$ cat config.mk
export PLATFORM = sky130hd
export DESIGN_NAME = if_fetch_unit
export DESIGN_NICKNAME = d
export VERILOG_FILES = /design/src/rtl/if_fetch_unit_pkg.sv /design/src/rtl/if_fetch_unit_fetch_ret_fifo.sv /design/src/rtl/if_fetch_unit.sv
export SDC_FILE = /design/constraint.sdc
export NUM_CORES = 1
export LEC_CHECK = 0
export CAP_MARGIN = 20
export CORE_MARGIN = 1
export CORE_UTILIZATION = 43
export CTS_BUF_LIST = sky130_fd_sc_hd__clkbuf_4 sky130_fd_sc_hd__clkbuf_8
export DETAILED_ROUTE_END_ITERATION = 10
export PLACE_DENSITY = 0.7
export SETUP_SLACK_MARGIN = 0.5
export SLEW_MARGIN = 20
export SYNTH_ARGS = -nofsm -noshare
export SYNTH_HDL_FRONTEND = slang
export SYNTH_SLANG_ARGS = --single-unit
$ cat constraint.sdc
create_clock -name clk -period 6.3 [get_ports clk]
set_clock_uncertainty 0.2 [all_clocks]
set_input_delay 0.945 -clock clk [delete_from_list [all_inputs] [get_ports clk]]
set_output_delay 0.945 -clock clk [all_outputs]
set_load 0.02 [all_outputs]
$ cat src/rtl/if_fetch_unit_pkg.sv
// rtl/if_fetch_unit_pkg.sv - shared defaults and helpers for the instruction-fetch front end
package if_fetch_unit_pkg;
  localparam int          ADDR_W_DEFAULT   = 11;
  localparam int          DATA_W_DEFAULT   = 32;
  localparam logic [31:0] RESET_PC_DEFAULT = 32'h0000_0000;
  localparam logic [31:0] NOP_INST         = 32'h0000_0013;

  function automatic logic [31:0] align_pc(input logic [31:0] pc);
    return {pc[31:2], 2'b00};
  endfunction
endpackage

$ cat src/rtl/if_fetch_unit_fetch_ret_fifo.sv
// rtl/if_fetch_unit_fetch_ret_fifo.sv - DEPTH-entry sync FIFO buffering returned {pc, inst} words
module fetch_ret_fifo #(
  parameter int WIDTH = 64,
  parameter int DEPTH = 2,
  localparam int CW = $clog2(DEPTH + 1),
  localparam int PW = (DEPTH > 1) ? $clog2(DEPTH) : 1
) (
  input  logic             clk,
  input  logic             rst,
  input  logic             flush,
  input  logic             push,
  input  logic [WIDTH-1:0] push_data,
  input  logic             pop,
  output logic [WIDTH-1:0] head,
  output logic [CW-1:0]    count
);
  logic [WIDTH-1:0] mem [DEPTH];
  logic [PW-1:0]    rd_ptr;
  logic [PW-1:0]    wr_ptr;

  function automatic logic [PW-1:0] next_ptr(input logic [PW-1:0] p);
    return (p == PW'(DEPTH - 1)) ? '0 : p + PW'(1);
  endfunction

  always_ff @(posedge clk) begin
    if (rst || flush) begin
      rd_ptr <= '0;
      wr_ptr <= '0;
      count  <= '0;
    end else begin
      if (push) wr_ptr <= next_ptr(wr_ptr);
      if (pop)  rd_ptr <= next_ptr(rd_ptr);
      case ({push, pop})
        2'b10:   count <= count + CW'(1);
        2'b01:   count <= count - CW'(1);
        default: count <= count;
      endcase
    end
  end

  always_ff @(posedge clk) begin
    if (push && !flush) mem[wr_ptr] <= push_data;
  end

  // Issue throttling guarantees a slot for every response; a full push means that broke.
  always_ff @(posedge clk) begin
    if (!rst && !flush && push) assert (count != CW'(DEPTH));
  end

  assign head = mem[rd_ptr];
endmodule

$ cat src/rtl/if_fetch_unit.sv
// rtl/if_fetch_unit.sv - PC ownership, ROM issue, in-flight tracking and redirect handling
module if_fetch_unit
  import if_fetch_unit_pkg::*;
#(
  parameter logic [31:0] RESET_PC = RESET_PC_DEFAULT,
  parameter int          ADDR_W   = ADDR_W_DEFAULT,
  parameter int          DATA_W   = DATA_W_DEFAULT,
  parameter int          DEPTH    = 2,
  localparam int         CW       = $clog2(DEPTH + 1)
) (
  input  logic              clk,
  input  logic              rst,
  input  logic              redirect_valid,
  input  logic [31:0]       redirect_pc,
  output logic [ADDR_W-1:0] rom_addr,
  input  logic [DATA_W-1:0] rom_inst,
  output logic              out_valid,
  input  logic              out_ready,
  output logic [31:0]       out_pc,
  output logic [DATA_W-1:0] out_inst
);
  logic [31:0]          fetch_pc;
  logic [31:0]          req_pc_q;
  logic                 req_q;
  logic [CW-1:0]        count;
  logic [31:0]          issue_pc;
  logic                 issue;
  logic                 push;
  logic                 pop;
  logic                 flush;
  logic [31+DATA_W:0]   head;
  int                   occ;

  assign out_valid = (count != '0) && !redirect_valid && !rst;
  assign pop       = out_valid && out_ready;
  assign push      = req_q && !redirect_valid && !rst;
  assign flush     = rst || redirect_valid;
  assign issue_pc  = redirect_valid ? align_pc(redirect_pc) : fetch_pc;
  assign rom_addr  = rst ? RESET_PC[ADDR_W+1:2] : issue_pc[ADDR_W+1:2];

  // Counting the pop frees its slot this cycle, which keeps DEPTH=2 at one word per cycle.
  always_comb begin
    occ   = int'(count) + int'(req_q) - int'(pop);
    issue = !rst && (redirect_valid || (occ < DEPTH));
  end

  always_ff @(posedge clk) begin
    if (rst) begin
      fetch_pc <= RESET_PC;
      req_pc_q <= RESET_PC;
      req_q    <= 1'b0;
    end else if (issue) begin
      req_q    <= 1'b1;
      req_pc_q <= issue_pc;
      fetch_pc <= issue_pc + 32'd4;
    end else begin
      req_q    <= 1'b0;
    end
  end

  fetch_ret_fifo #(
    .WIDTH (32 + DATA_W),
    .DEPTH (DEPTH)
  ) u_ret_fifo (
    .clk       (clk),
    .rst       (rst),
    .flush     (flush),
    .push      (push),
    .push_data ({req_pc_q, rom_inst}),
    .pop       (pop),
    .head      (head),
    .count     (count)
  );

  assign out_pc   = head[31+DATA_W:DATA_W];
  assign out_inst = out_valid ? head[DATA_W-1:0] : DATA_W'(NOP_INST);
endmodule

==> results.ini <==
[cts]
cts_max_path_buffers=2
cts_setup_buffers=0
cts.repair.resized=0
clkTransAtPathRegs_ns=0.09
numCtsBuffers=17
hold_buffers=0
cts_sinks=190
clockRootBuffer=clkbuf_8
h-tree-depth=4
tritoncts=done
clock_latency_ns=0.45

[route]
drc=0
ant_nets=0
routed_wl_um=18200
drtIter0Drc=350
routedWlPerCell_um=16.2
dr.pass1.iters=5
detail_route.vias_per_cell=5.29
vias=5967

[power_and_ir_drop]
p_total_mw=2.38
power_density_nw_per_um2=226
seqPwrFrac_pct=58.9
internal-power_mw=1.80
pwr-share-clk_pct=31.3
p_leak_nw=3.62
p_comb_share_pct=9.8
p_sw_uw=573
sw_frac_of_total_pct=24.1
ir_drop_mv=0.132

[final_layout]
fillers=1671
final_layout_size_suffix_gt1_share_pct=11.6
final_common_cell=clkdlybuf4s50_1
num-nets-final=920
final_cell_mix=clkdlybuf4s50_1 (137), edfxtp_1 (124), nor2_1 (77)
diodes=0
synthToLayoutAreaGrowth_pct=23.7
postLayoutCellArea_um2=10500
seq_area_um2=5050
multi_input_area_um2=3250

[die]
die-area_um2=20400
fp.dieH_um=143
start_util_pct=43.7
core_um2=19500
die_x_um=143
io_pins=144
rows=51

[logic_synthesis]
synthArstFlopShare_pct=0
syn_inst=721
syn_avg_cell_area_um2=11.8
seq_area_frac_synth_pct=59.3
ys_types=60
synth_flop_cell=edfxtp_1
synth_edf_count=124
yosys_register_bits=190
ys_warn_count=0
netlist_area_um2=8510

[grt]
grt_pass1_wl_um=28600
grt_use_total_pct=18.3
overflow=0
first_global_vias=5529
antenna_found_initial=0
grt_max_degree=76

[timing]
tightest_slew_ns=0.980
min_period_ns=4.57
setup_tns_ns=0
fmax_mhz=219
rsz0062_at_grt=false
final-max-slew-violation-count=0
setup_ws_ns=1.73
finalSetupViolations=0
fin_crit_sh_pct=72.5
hold_violations=0
relSlewSlack_pct=34.7

[critical_path]
crit_path_start_kind=input pin
cp_max_fo=49
critPathKind=in2out
crit_arrival_ns=3.42
cp_data_required_time_ns=5.15
end_kind=primary output
r2r_cells=13

[run_status]
outcome=finished, final reports clean

[place]
dpl_cell_area_um2=10200
gp_congestion=0.862
portBuffers=139
pre_cts_slack_ns=1.42
dp_hpwl_um=12000

[worst_hold_path]
whs_path_depth=2
min_path_type=reg2reg

[job]
max_cap_viol_count=0

## registers in the layout, indices dropped and copies added, names as in the netlist, named ones only
register and count:
req_q 1, u_ret_fifo.wr_ptr 1, u_ret_fifo.rd_ptr 1, fetch_pc 30, u_ret_fifo.mem 124, req_pc_q 30
u_ret_fifo.count 2
## critical path, cell delays in order
cell and delay (ns):
buf_2 0.09, buf_4 0.38, buf_4 0.57, inv_1 0.53
nand2_1 0.23, a21oi_1 0.08, clkdlybuf4s50_1 0.57
## area by class of cell
type	instances	area share, %
clock buffers	19	2.36
well taps	265	3.15
multi-input cells	475	30.8
inverters	10	0.356
clock inverters	13	1.13
repair buffers	155	14.3
flip-flops and latches	190	47.9
## per-stage QoR
| step | cells | util (%) | hold WS, ns |
|---|---|---|---|
| 4_1_cts | 1127 | 54.1 | 0.264 |
| 3_5_place_dp | 1095 | 52.2 | 0.245 |
| 5_1_grt | 1127 | 54.1 | 0.280 |
| 6_report | 1127 | 54.1 | 0.261 |
| 2_1_floorplan | 722 | - | 0.220 |
| 3_3_place_gp | 1095 | 52.2 | 0.233 |
## logic make-up (layout without fill, tap and decap cells)
group / after synthesis / after routing / synth area share (%)
xor gates and xnor gates: 27 / 27 / 2.78
buffers and inverters: 57 / 197 / 2.92
other: 1 / 2 / 0.0440
muxes: 98 / 98 / 12.1
DFF: 190 / 190 / 59.3
AOI/OAI and AO/OA: 97 / 97 / 8.27
adders and majority gates: 3 / 3 / 0.529
and+or+nand+nor: 248 / 248 / 14.1
## worst paths after layout
check	slack, ns	start	end
worst min register to register	0.26	fetch_pc[31]	fetch_pc[31]
worst min-delay path	0.26	fetch_pc[31]	fetch_pc[31]
worst max-delay path	1.73	redirect_valid	rom_addr[9]
worst max register to register	2.26	u_ret_fifo.count[1]	fetch_pc[17]
## power groups by stage
stage / clock [mW] / combinational, mW / sequential (mW)
after global placement: 0 / 0.229 / 1.43
after detailed placement: 0 / 0.232 / 1.43
after CTS: 0.768 / 0.233 / 1.40
final: 0.743 / 0.232 / 1.40
after floorplan: 0 / 0.133 / 1.42
after global routing: 0.820 / 0.255 / 1.41
## cells in the mapped netlist (2+ instances only)
cell      count  share of area [%]
buf_1         8               0.35
a22o_1        2               0.21
and3_1        3               0.22
a211oi_1     26                2.3
nand4b_1      7               0.72
buf_2         7               0.41
nand3b_1      8               0.71
nand2_1      59                2.6
buf_4         5               0.44
nand3_1      40                2.4
nor2_1       78                3.4
edfxtp_1    124                 44
dfxtp_1      66                 16
mux2_2       39                5.2
o21ai_0      12               0.71
a31o_2        3               0.31
xnor2_1      17                1.7
or3_1         4               0.29
nor3_1       19                1.1
a22oi_1       3               0.26
o31a_1        2               0.21
a21oi_1      19                1.1
clkbuf_1     26                1.1
a221oi_1      3               0.31
or4_1         4               0.35
a311oi_1      4               0.41
inv_1        10               0.44
a311o_1       3               0.35
ha_1          2               0.29
o31ai_1       3               0.26
nor3b_1       2               0.18
nand4_1      16                1.2
xor2_1       10                1.0
mux2i_1      59                6.9
nor4_1        3               0.22
## metal layers
layer	track usage, %	wire (um)
met5	0	0
met3	3.99	1120
met2	28.6	8530
met4	5.66	216
met1	25.3	8360
No activity file was read; power rests on OpenSTA's default activity.
